### src/rtl/dual_ram_arbiter.sv
// dual_ram_arbiter: round-robin arbiter sharing one dual_ram port between NREQ requesters
module dual_ram_arbiter #(
    parameter int NREQ = 4,
    parameter int AW   = 5,
    parameter int DW   = 16,
    parameter int IDW  = $clog2(NREQ)
) (
    input  logic              clk,
    input  logic              rst,
    input  logic [NREQ-1:0]    req,
    input  logic [NREQ-1:0]    wr,
    input  logic [NREQ-1:0]    lock,
    input  logic [NREQ*AW-1:0] addr,
    input  logic [NREQ*DW-1:0] wdata,
    output logic [NREQ-1:0]    gnt,
    output logic               rvalid,
    output logic [IDW-1:0]     rid,
    output logic [DW-1:0]      rdata,
    output logic               mem_we,
    output logic [AW-1:0]      mem_addr,
    output logic [DW-1:0]      mem_wdata,
    input  logic [DW-1:0]      mem_rdata
);
    logic [IDW-1:0] ptr_q, ptr_d, gsel, cand;
    logic           mem_we_q, mem_we_d;
    logic [AW-1:0]  mem_addr_q, mem_addr_d;
    logic [DW-1:0]  mem_wdata_q, mem_wdata_d;
    logic           rd_pend_q, rd_pend_d;
    logic [IDW-1:0] rd_id_q, rd_id_d;
    logic           rvalid_q, rvalid_d;
    logic [IDW-1:0] rid_q, rid_d;
    logic           acc;

    // grant the first requester at or after ptr; scanning from the far end lets the nearest one win
    always_comb begin
        gnt  = '0;
        gsel = '0;
        cand = '0;
        for (int k = NREQ - 1; k >= 0; k--) begin
            cand = IDW'((int'(ptr_q) + k) % NREQ);
            if (req[cand]) begin
                gnt       = '0;
                gnt[cand] = 1'b1;
                gsel      = cand;
            end
        end
        if (!rst) gnt = '0;
    end

    assign acc = |gnt;

    // issue the accepted request to the RAM, advance the pointer and pipeline the read return
    always_comb begin
        ptr_d       = ptr_q;
        mem_we_d    = 1'b0;
        mem_addr_d  = mem_addr_q;
        mem_wdata_d = mem_wdata_q;
        rd_pend_d   = 1'b0;
        rd_id_d     = rd_id_q;
        rvalid_d    = rd_pend_q;
        rid_d       = rd_id_q;
        if (acc) begin
            mem_we_d    = wr[gsel];
            mem_addr_d  = addr[int'(gsel)*AW +: AW];
            mem_wdata_d = wdata[int'(gsel)*DW +: DW];
            rd_pend_d   = ~wr[gsel];
            rd_id_d     = gsel;
            ptr_d       = lock[gsel] ? gsel : (int'(gsel) == NREQ - 1 ? '0 : gsel + IDW'(1));
        end
    end

    // state registers; reset drops any pending read return
    always_ff @(posedge clk or negedge rst) begin
        if (!rst) begin
            ptr_q       <= '0;
            mem_we_q    <= 1'b0;
            mem_addr_q  <= '0;
            mem_wdata_q <= '0;
            rd_pend_q   <= 1'b0;
            rd_id_q     <= '0;
            rvalid_q    <= 1'b0;
            rid_q       <= '0;
        end else begin
            ptr_q       <= ptr_d;
            mem_we_q    <= mem_we_d;
            mem_addr_q  <= mem_addr_d;
            mem_wdata_q <= mem_wdata_d;
            rd_pend_q   <= rd_pend_d;
            rd_id_q     <= rd_id_d;
            rvalid_q    <= rvalid_d;
            rid_q       <= rid_d;
        end
    end

    assign mem_we    = mem_we_q;
    assign mem_addr  = mem_addr_q;
    assign mem_wdata = mem_wdata_q;
    assign rvalid    = rvalid_q;
    assign rid       = rid_q;
    assign rdata     = mem_rdata;
endmodule

### config.mk
export PLATFORM = sky130hd
export DESIGN_NAME = dual_ram_arbiter
export DESIGN_NICKNAME = d
export VERILOG_FILES = /design/src/rtl/dual_ram_arbiter.sv
export SDC_FILE = /design/constraint.sdc
export NUM_CORES = 1
export LEC_CHECK = 0
export BUFFER_PORTS_ARGS = -buffer_cell sky130_fd_sc_hd__buf_2
export CORE_ASPECT_RATIO = 1.1
export CORE_MARGIN = 3
export CORE_UTILIZATION = 35
export CTS_CLUSTER_SIZE = 16
export DETAILED_ROUTE_END_ITERATION = 16
export GPL_TIMING_DRIVEN = 0
export PLACE_DENSITY_LB_ADDON = 0.3
export SLEW_MARGIN = 10
export SYNTH_ARGS = -nofsm -noshare
export SYNTH_HDL_FRONTEND = slang
export SYNTH_SLANG_ARGS = --single-unit
### constraint.sdc
create_clock -name clk -period 6.69 [get_ports clk]
set_input_delay 0.3345 -clock clk [delete_from_list [all_inputs] [get_ports clk]]
set_output_delay 0.3345 -clock clk [all_outputs]
set_load 0.05 [all_outputs]
# Yosys cells after proc, flatten, opt, wreduce, memory -nomap -nowiden
# Cells that the tools add are included.
# Widths: inputs -> output; s select.
[op_classes]
addsub = 4
mul = 1
order_cmp = 9
eq_ne = 1
shifts = 2
mux = 33
bitwise_logic = 1
n_reduce_logical = 5
[ops]
columns = ["cell", "count"]
rows = [
  ["$shiftx 64x7->16", 1],
  ["$mux 4", 5],
  ["$shiftx 20x6->5", 1],
  ["$lt 2x3->1 const B", 5],
  ["$bmux 1 s2", 6],
  ["$mux 1", 12],
  ["$mux 2", 6],
  ["$demux 1 s2", 4],
  ["$ge 2x1->1 const B", 4],
  ["$mul 2x3->5 const B", 1],
  ["$add 2x1->2 const B", 2],
  ["$add 2x2->2 const B", 2],
  ["$logic_and 1x1->1", 4],
  ["$reduce_or 4->1", 1],
  ["$eq 2x1->1 const B", 1],
  ["$not 1->1", 1],
]
[word_totals]
reg_bits = 30
input_bits = 114
output_inout_bits = 45
elab_cells = 64

# Logic depth before layout (Yosys ltp)
# Gate-level depths: netlist of the first run.
[logic_depth]
word_depth = 12
depth_mapped = 12
ltp_nobuf = 7

# Worst setup path after synthesis of the first run
# No wires, ideal clock.
[synth_timing]
kind = "register -> output"
startpoint = "register ptr_q[0]"
endpoint = "output port gnt[0]"
arrival_ps = 3281
required_ps = 6355
path_slack_ps = 3074
path_stages_with_launch = 10
n_path_buf = 2
path_cell_list = "dfrtp_1 > buf_6 > clkbuf_1 > inv_1 > ha_1 > mux4_2 > nor2b_1 > a221o_1 > nand3_1 > a21boi_0"
[synth_via]
elab_chain_len = 10
elab_cells_between_ends = 36
cone_classes = "add/sub: 3; order compare: 8; mux: 21; reduce/logical: 4"
[synth_lines]
columns = ["element", "line_no", "rtl"]
rows = [
  ["from (decl)", "24", "logic [IDW-1:0] ptr_q, ptr_d, gsel, cand;"],
  ["from (signal assigned)", "84", "ptr_q <= ptr_d;"],
  ["$add 2x2->2", "40", "cand = IDW'((int'(ptr_q) + k) % NREQ);"],
  ["$lt 2x3->1 (implied by the code) or $ge 2x1->1 (tied branches)", "43", "gnt[cand] = 1'b1;"],
  ["$logic_and 1x1->1 (implied by the code)", "43", ""],
  ["$mux 1 (implied by the code)", "43", ""],
  ["$demux 1 s2", "43", ""],
  ["$mux 4 (3 in series)", "41", "if (req[cand]) begin"],
  ["$mux 4 (*)", "41", ""],
  ["$mux 4 (*)", "47", "if (!rst) gnt = '0;"],
  ["to (decl)", "15", "output logic [NREQ-1:0] gnt,"],
]
# Mark *: on every way between the ends. The rest lies on a longest branch, timed or not. The select of a mux whose other input is x is not followed.

# Final worst setup path of the first run
# Ends and elaborated chain as after synthesis.

==> run metrics, run 1 <==
status=finished, final reports clean; Fin Clk Skew=about 0.0067 ns; number of buffers added on ports=approximately 140; Ys Warns=0; nets@finish=506; most frequent cells in the layout=buf_2, mux2i_1, nand2_1; Area Growth Syn to Fin=38.6%; Synth Area per Inst=10.2 um2; Worst Setup SP=ptr_q[0]; syn nets=357; global-route wire length before repair=11700 um; Pleak=~1.8 nW; sequential area share after synthesis=between 30% and 40%; largest net degree at the start of global routing=37; num ports=around 160; Max VDD drop=roughly 0.00026 V; crit share post-route=between 50% and 60%; drt total wl=slightly above 7000 um; TritonCTS buffer count=5; TritonCTS clock tree=built; Layout Utilization=between 50% and 60%; Reg2Reg Setup Slack=about 3.2 ns; flops & latches, synth=30; Starting DRT DRC Count=125; initial antenna violation count=1; GRT Util Overall=around 19%; Antenna Violating Nets Remaining=0; PD cells=roughly 580 mW/mm2; core footprint=roughly 0.0066 mm2; Clock Sinks=30; dpl ws=between 3 and 4 ns; CP Max Fanout=10; max cap viols=0; CP Launch Type=flop; n_diodes=0; Final Max Slew Viols=0; Slew @ Worst Pin=roughly 0.78 ns; worst setup path class=reg -> out; WP data arrival=3.25 ns; Final min period=~3.6 ns; Post-CTS Hold Fix Bufs=0; post-synthesis cell count=235; Hold Crit Class=in -> async; DR vias/cell=slightly above 5; post-route setup TNS=0 ns; Worst EP required=roughly 6.4 ns; grt ovf=0; Setup Fix Bufs, Post-CTS=0; most common cell after layout, fill and taps aside=buf_2; Fin. Hold Viols=0; Unique masters post-synth=39; ys async rst share=100%; die height=about 93 um; GPL Wtd Cong=~0.85; vias in the first global route=around 2.4k; reg2reg end=ptr_q[0]; number of synthesized flops with an enable pin=0; # DRC=0; cts repair resizes=0; relative slew slack=between 40% and 50%; Via Count=roughly 2.4k; RSZ-0062 raised after global routing=no; FP Rows=31; Clock Tree Root=clkbuf_8; die area=slightly below 0.008 mm2; WL/cell=between 15 and 20 um; r2r worst-path depth=10; Pre-antenna DRT Iters=4; Detailed Place HPWL=between 5000 and 6000 um; Synth Flop Type=dfrtp_1; Longest Clk Path Bufs=2; max frequency=approximately 280 MHz; Worst-path clk slew=0.07 ns; x dimension of the die=about 85 um; layout cell share with drive strength beyond 1=50.0%; CP endpoint kind=primary output; Starting Density=a little over a third; deepest level of the CTS H-tree=2; setup violation total in the final timing report=0; fin worst setup slack=between 3 and 4 ns; reg2reg start=ptr_q[0]; Syn Std Cell Area=roughly 0.0024 mm2; Hold WS=0.134 ns; latest clock arrival within the worst-skew pair=approximately 0.28 ns
==> through the flow <==
step	total power [mW]	instance area [um2]	instances
3_3_place_gp	1.73	3210	459
6_report	1.93	3330	466
3_5_place_dp	1.76	3210	459
5_1_grt	2.07	3330	466
4_1_cts	1.95	3330	466
2_1_floorplan	1.43	2400	235
==> flip-flops by register name, summed over array words and instances (netlist names) <==
name	cells
mem_addr	5
mem_wdata	16
mem_we	1
ptr_q	2
rd_id_q	2
rd_pend_q	1
rid	2
rvalid	1
==> per-layer routing <==
metal | vias up | GRT usage, % | wire, um
li1 | 1170 | - | -
met1 | 1093 | 22.5 | 2770
met2 | 108 | 31.7 | 3690
met3 | 13 | 4.80 | 584
met4 | 2 | 5.94 | 115
met5 | - | 0 | 13
==> power breakdown <==
group / switching, mW / leakage, nW / internal, mW
clock network: 0.0660 / 0.0573 / 0.119
registers: 0.0503 / 0.372 / 0.274
logic: 0.895 / 1.36 / 0.524
==> final cells by class <==
type,count,area (um2)
fill,645,3310
multi-input combinational,165,1400
sequential,30,751
timing repair buffer,142,711
buffer,32,223
tap,82,103
clock buffer,6,82.6
clock inverter,1,30.0
inverter,8,30.0
==> how the worst max path moves through the flow <==
stage / endpoint / slack (ns) / cells past startpoint
6_report: gnt[0] / 3.11 / 10
5_1_grt: mem_wdata[6] / 2.75 / 10
4_1_cts: gnt[0] / 3.08 / 10
3_5_place_dp: mem_wdata[8] / 3.16 / 10
3_3_place_gp: ptr_q[0] / 3.15 / 10
2_1_floorplan: gnt[0] / 3.07 / 9
==> critical path, cell delays in order (launching register included) <==
cell and delay [ns]:
dfrtp_1 0.43, buf_6 0.17, clkbuf_1 0.31, inv_1 0.21
ha_1 0.45, mux4_2 0.55, nor2b_1 0.18, a221o_1 0.31
nand3_1 0.08, a21boi_0 0.07, buf_2 0.21
==> cell usage after synthesis (2+ instances only) <==
library cell / n / area [um2]
clkbuf_1: 3 / 11.3
buf_6: 3 / 33.8
buf_2: 7 / 35.0
nand2b_1: 5 / 31.3
inv_1: 8 / 30.0
o2111ai_1: 3 / 26.3
and3_1: 2 / 12.5
nand2_1: 33 / 124
mux2i_1: 47 / 470
a221oi_1: 3 / 26.3
nor2b_1: 2 / 12.5
o221ai_1: 22 / 193
buf_4: 19 / 143
ha_1: 8 / 100
dfrtp_1: 30 / 751
a221o_1: 4 / 40.0
nand3_1: 4 / 20.0
o211a_1: 2 / 20.0
mux4_2: 4 / 90.1
mux2_2: 3 / 33.8
o21ai_0: 2 / 10.0
a21boi_0: 4 / 30.0
==> kinds of logic after synthesis <==
kind of cell,after synthesis,share of synthesized area [%]
AND/OR/NAND/NOR,53,10.5
adder cells (fa/ha/maj),8,4.17
multiplexers,55,25.4
buffers and inverters,40,10.5
flip-flops,30,31.3
AO/OA/AOI/OAI,49,18.1
Note: power is estimated with default switching activity, not from simulation.
==> inputs of run 2 (changes only) <==
Clock period 6.69 ns to 3.4 ns, I/O delays scaled along.
==> run 2 against run 1 <==
  * Sequential share of layout area barely moved
  * Die area did not move
  * Clock power rose by 63%
  * Register-to-register slack got worse by 2.9 ns
  * Worst hold slack improved by 0.060 ns
  * Largest power group unchanged
==> run metrics, run 2 (same netlist as run 1, synthesis figures left out) <==
Fin Clk Skew=0.00694 ns (was 0.00669 ns); Worst-path clk slew=0.06 ns (was 0.07 ns); Area Growth Syn to Fin=38.7% (was 38.6%); post-route setup TNS=0 ns (unchanged); max reg flops=16 (unchanged); grt ovf=0 (unchanged); largest net degree at the start of global routing=37 (unchanged); status=finished, final reports clean (unchanged); Max VDD drop=0.000513 V (was 0.000265 V); GRT Util Overall=18.0% (was 18.5%); CP Launch Type=flop (unchanged); CP endpoint kind=primary output (unchanged); WL/cell=15.2 um (was 15.4 um); setup violation total in the final timing report=0 (unchanged); Slew @ Worst Pin=0.759 ns (was 0.779 ns); DR vias/cell=5.15 (was 5.12); core footprint=0.00663 mm2 (unchanged); most common cell after layout, fill and taps aside=buf_2 (unchanged); fin worst setup slack=0.212 ns (was 3.11 ns); Final min period=between 3 and 4 ns; TritonCTS buffer count=5 (unchanged); # DRC=0 (unchanged); Starting Density=36.2% (unchanged); number of buffers added on ports=142 (unchanged); Starting DRT DRC Count=170 (was 125); max frequency=around 310 MHz; die area=0.00789 mm2 (unchanged); FP Rows=31 (unchanged); latest clock arrival within the worst-skew pair=0.28 ns (about the same); Worst EP required=3.23 ns (was 6.36 ns); vias in the first global route=2349 (was 2429); Hold Crit Class=in -> reg (was in -> async); n_diodes=0 (unchanged); Clock Sinks=30 (unchanged); Post-Place Cells=459 (unchanged); Antenna Violating Nets Remaining=0 (unchanged); PD cells=1130 mW/mm2 (was 580 mW/mm2); most frequent cells in the layout=buf_2, mux2i_1, nand2_1 (unchanged); die height=92.9 um (unchanged); drt total wl=7110 um (was 7170 um); CP Max Fanout=10 (unchanged); Cell Count, Final, Fillers Out=468 (was 466); Pleak=1.79 nW (about the same); RSZ-0062 raised after global routing=no (unchanged); Via Count=2411 (was 2386); worst setup path class=reg -> out (unchanged); Longest Clk Path Bufs=2 (unchanged); Fin. Hold Viols=0 (unchanged); Detailed Place HPWL=5640 um (was 5730 um); nets@finish=507 (was 506); initial antenna violation count=0 (was 1); FF/Latch Area=751 um2 (unchanged); dpl ws=-0.110 ns (was 3.16 ns); crit share post-route=93.8%; GPL Wtd Cong=0.791 (was 0.850); deepest level of the CTS H-tree=2 (unchanged); Clock Tree Root=clkbuf_8 (unchanged); layout cell share with drive strength beyond 1=51.3% (was 50.0%); global-route wire length before repair=11300 um (was 11700 um); x dimension of the die=85.0 um (unchanged); WP data arrival=3.02 ns (was 3.25 ns); relative slew slack=49.4% (was 48.1%); Layout fillers=626 (was 645); Power, Total=3.75 mW (was 1.93 mW); num ports=159 (unchanged); Final Max Slew Viols=0 (unchanged); max cap viols=0 (unchanged); Pre-antenna DRT Iters=4 (unchanged); combined area of the multi-input logic cells=0.00140 mm2 (about the same); TritonCTS clock tree=built (unchanged)
run 2: changes by cell type in the layout (fill, tap and decap cells not counted), sizes merged:
| cell | delta |
|---|---|
| clkinv | +1 |
| bufinv | -1 |
| dlygate4sd3 | +1 |
| clkinvlp | +1 |
run 2: power breakdown:
part | switching (mW) | internal, mW | leakage, nW
Combinational | 1.76 | 1.05 | 1.37
Clock | 0.139 | 0.162 | 0.0472
Sequential | 0.0993 | 0.540 | 0.372
Total | 2.00 | 1.75 | 1.79
run 2: layout make-up:
cell class,instances,share of cell area (%)
clock buffers,6,2.48
flip-flops and latches,30,22.5
clock inverters,2,0.376
well taps,82,3.08
repair buffers,143,21.6
multi-input cells,165,42.2
inverters,8,0.902
plain buffers,32,6.80
run 2: final timing paths:
| kind | end | slack [ns] | from | cells after the start |
|---|---|---|---|---|
| max | gnt[1] | 0.21 | ptr_q[0] | 10 |
| min | ptr_q[1] | 0.19 | lock[1] | 3 |
| max reg2reg | mem_addr[0] | 0.25 | ptr_q[0] | 10 |
| min reg2reg | rvalid | 0.36 | rd_pend_q | 0 |
| max in group asynchronous | mem_wdata[10] | 2.42 | rst | 2 |
| min in group asynchronous | mem_wdata[13] | 0.50 | rst | 2 |
run 2: routing by layer:
| layer | GRT usage (%) | share of wire [%] |
|---|---|---|
| met3 | 4.00 | 8.1 |
| met1 | 22.2 | 40 |
| met2 | 30.8 | 51 |
| met4 | 6.20 | 1.0 |
| met5 | 0 | 0 |
run 2: through the flow:
step / utilization [%] / area, um2 / hold slack [ns]
floorplan: - / 2400 / -0.126
global placement: 48.5 / 3210 / 0.280
detailed placement: 48.5 / 3210 / 0.281
CTS: 50.1 / 3320 / 0.183
global route: 50.2 / 3330 / 0.193
finish: 50.2 / 3330 / 0.194
run 2: what timing repair did:
action                     4_1_cts  5_1_grt
setup endpoints to repair       22       21
resized for setup                3        2
hold buffers                     1        0
setup buffers                    0        0
hold endpoints to repair        30        0
pin swaps                        0        0
run 2: worst max-delay path, cell delays in order, from the launching register on:
cell      delay (ns)
dfrtp_1         0.44
buf_6           0.16
clkbuf_2        0.21
inv_1           0.16
ha_2            0.42
mux4_2          0.51
nor2b_1         0.18
a221o_1         0.31
nand3_1         0.08
a21boi_1        0.06
buf_2           0.21
==> inputs of run 3 (changes only) <==
Settings changed: BUFFER_PORTS_ARGS -buffer_cell sky130_fd_sc_hd__buf_2 to -buffer_cell sky130_fd_sc_hd__clkbuf_2.
==> run 3 against run 2 <==
  * Via count is 1.2% higher
  * Die area stayed put
  * Sequential share of layout area hardly changed
  * Core utilization hardly changed
  * Register-to-register slack better by 0.05 ns
  * Final cell count stayed put
  * Largest power group unchanged
  * Non-clock buffer count stayed put
==> run metrics, run 3 (same netlist as run 1, synthesis figures left out) <==
status=finished, final reports clean (unchanged); HP Start=wdata[38] (was lock[1]); num ports=159 (unchanged); Detailed Place HPWL=5730 um (was 5640 um); reg2reg end=mem_addr[1] (was mem_addr[0]); Clock Sinks=30 (unchanged); Layout fillers=641 (was 626); global-route wire length before repair=11500 um (was 11300 um); Worst-path clk slew=0.07 ns (was 0.06 ns); crit share post-route=93.9% (was 93.8%); core footprint=0.00663 mm2 (unchanged); die height=92.9 um (unchanged); Area Growth Syn to Fin=38.7% (about the same); Critical Path, Cell by Cell=buf_6, clkbuf_2, inv_1, ha_2, mux4_2, nor2b_1, a221o_1, nand3_1, a21boi_1, clkbuf_2 (was buf_6, clkbuf_2, inv_1, ha_2, mux4_2, nor2b_1, a221o_1, nand3_1, a21boi_1, buf_2); Final min period=3.19 ns (about the same); Fin. Hold Viols=0 (unchanged); relative slew slack=44.3% (was 49.4%); Starting DRT DRC Count=105 (was 170); Pleak=1.81 nW (was 1.79 nW); most common cell after layout, fill and taps aside=clkbuf_2 (was buf_2); Post-Place Cells=459 (unchanged); x dimension of the die=85.0 um (unchanged); TritonCTS clock tree=built (unchanged); worst setup path class=reg -> out (unchanged); Reg2Reg Setup Slack=0.30 ns (was 0.25 ns); deepest level of the CTS H-tree=2 (unchanged); Power, Total=3.75 mW (about the same); PD cells=1130 mW/mm2 (about the same); n_diodes=0 (unchanged); Most Frequent Cell on Critical Path=clkbuf_2; slowest CP cell=mux4_2 (unchanged); WP data arrival=3.02 ns (about the same); RSZ-0062 raised after global routing=no (unchanged); Clock Tree Root=clkbuf_8 (unchanged); vias in the first global route=2364 (was 2349); die area=0.00789 mm2 (unchanged); max frequency=313 MHz (was 314 MHz); FP Rows=31 (unchanged); Net Sw Frac=53.4% (was 53.3%); Pre-antenna DRT Iters=4 (unchanged); most frequent cells in the layout=clkbuf_2, mux2i_1, nand2_1 (was buf_2, mux2i_1, nand2_1); Hold Crit Class=in -> reg (unchanged); Fin Clk Skew=0.00649 ns (was 0.00694 ns); Final Max Slew Viols=0 (unchanged); Worst Hold Depth=3 (unchanged); CP endpoint kind=primary output (unchanged); GPL Wtd Cong=0.791 (about the same); slowest cell delay on critical path=0.53 ns (was 0.51 ns); Slew @ Worst Pin=0.836 ns (was 0.759 ns); latest clock arrival within the worst-skew pair=0.28 ns (about the same); Worst Path Buf+Inv=4 (unchanged); combined area of the multi-input logic cells=0.00140 mm2 (unchanged); reg2reg start=ptr_q[0] (unchanged); Starting Density=36.2% (unchanged); nets@finish=507 (unchanged); Max VDD drop=0.000544 V (was 0.000513 V); GRT Util Overall=18.2% (was 18.0%); DR vias/cell=5.21 (was 5.15); r2r worst-path depth=10 (unchanged); Cell Count, Final, Fillers Out=468 (unchanged); setup violation total in the final timing report=0 (unchanged); Crit path max-delay family=buffers and inverters (unchanged); Antenna Violating Nets Remaining=0 (unchanged); CP Launch Type=flop (unchanged); grt ovf=0 (unchanged); Hold Path End=mem_wdata[6] (was ptr_q[1]); CP Max Fanout=10 (unchanged); Longest Clk Path Bufs=2 (unchanged); layout cell share with drive strength beyond 1=51.6% (was 51.3%); TritonCTS buffer count=5 (unchanged); Power Internal=1.75 mW (about the same); initial antenna violation count=0 (unchanged); max reg flops=16 (unchanged); Via Count=2440 (was 2411); largest net degree at the start of global routing=37 (unchanged); Clock Power Share=7.9% (was 8.1%); WL/cell=15.3 um (was 15.2 um); number of buffers added on ports=142 (unchanged); Worst EP required=3.23 ns (about the same); drt total wl=7160 um (was 7110 um); Reg power frac=17.2% (was 17.0%); max cap viols=0 (unchanged); FF/Latch Area=752 um2 (was 751 um2); NetSw=2.00 mW (about the same); combinational share of power=74.9% (about the same); # DRC=0 (unchanged)
-- run 3: changes by cell type in the layout (fill, tap and decap cells not counted) --
cell / delta
buf_2: -142
clkbuf_2: +142
dfrtp_1: -1
dfrtp_2: +1
-- run 3: tightest hold or removal path, stage by stage --
cell,delay [ns]
clkbuf_2,0.07
mux2i_1,0.05
o221ai_1,0.15
-- run 3: repair_timing --
item,CTS,global route
hold buffers,1,0
hold endpoints to repair,8,0
setup buffers,0,0
resized for setup,2,6
setup endpoints to repair,24,25
-- run 3: routing by layer --
layer / track usage, % / wire, um
met1: 21.9 / 2780
met4: 5.54 / 103
met2: 31.9 / 3670
met5: 0 / 0
met3: 4.18 / 598
-- run 3: area by class of cell --
| cell class | instances | share of cell area, % |
|---|---|---|
| clock buffer | 6 | 2.48 |
| buffer | 32 | 6.80 |
| multi-input combinational | 165 | 42.1 |
| timing repair buffer | 143 | 21.6 |
| sequential | 30 | 22.6 |
| clock inverter | 2 | 0.376 |
| inverter | 8 | 0.902 |
| tap | 82 | 3.08 |
-- run 3: worst max path at each step --
stage | start | to | slack, ns | cells after the start
floorplan | ptr_q[0] | gnt[0] | 0.32 | 9
global placement | ptr_q[0] | mem_wdata[9] | -0.09 | 10
detailed placement | ptr_q[0] | ptr_q[0] | -0.15 | 10
CTS | ptr_q[0] | gnt[1] | 0.12 | 10
global route | ptr_q[0] | gnt[1] | 0.02 | 10
finish | ptr_q[0] | gnt[0] | 0.21 | 10
-- run 3: through the flow --
stage | hold WS (ns) | util (%) | setup TNS [ns] | area [um2] | setup slack (ns)
after floorplan | -0.126 | - | 0 | 2400 | 0.317
after global placement | 0.312 | 48.5 | -1.30 | 3210 | -0.0907
after detailed placement | 0.308 | 48.5 | -2.31 | 3210 | -0.150
after CTS | 0.186 | 50.1 | 0 | 3320 | 0.119
after global routing | 0.210 | 50.2 | 0 | 3330 | 0.0205
final | 0.201 | 50.2 | 0 | 3330 | 0.206
-- run 3: power groups by stage --
stage / logic (mW) / registers (mW) / clock network, mW
after CTS: 2.82 / 0.646 / 0.308
final: 2.81 / 0.645 / 0.298
after detailed placement: 2.81 / 0.645 / 0
after global routing: 3.03 / 0.668 / 0.321
after global placement: 2.77 / 0.648 / 0
after floorplan: 1.71 / 1.12 / 0
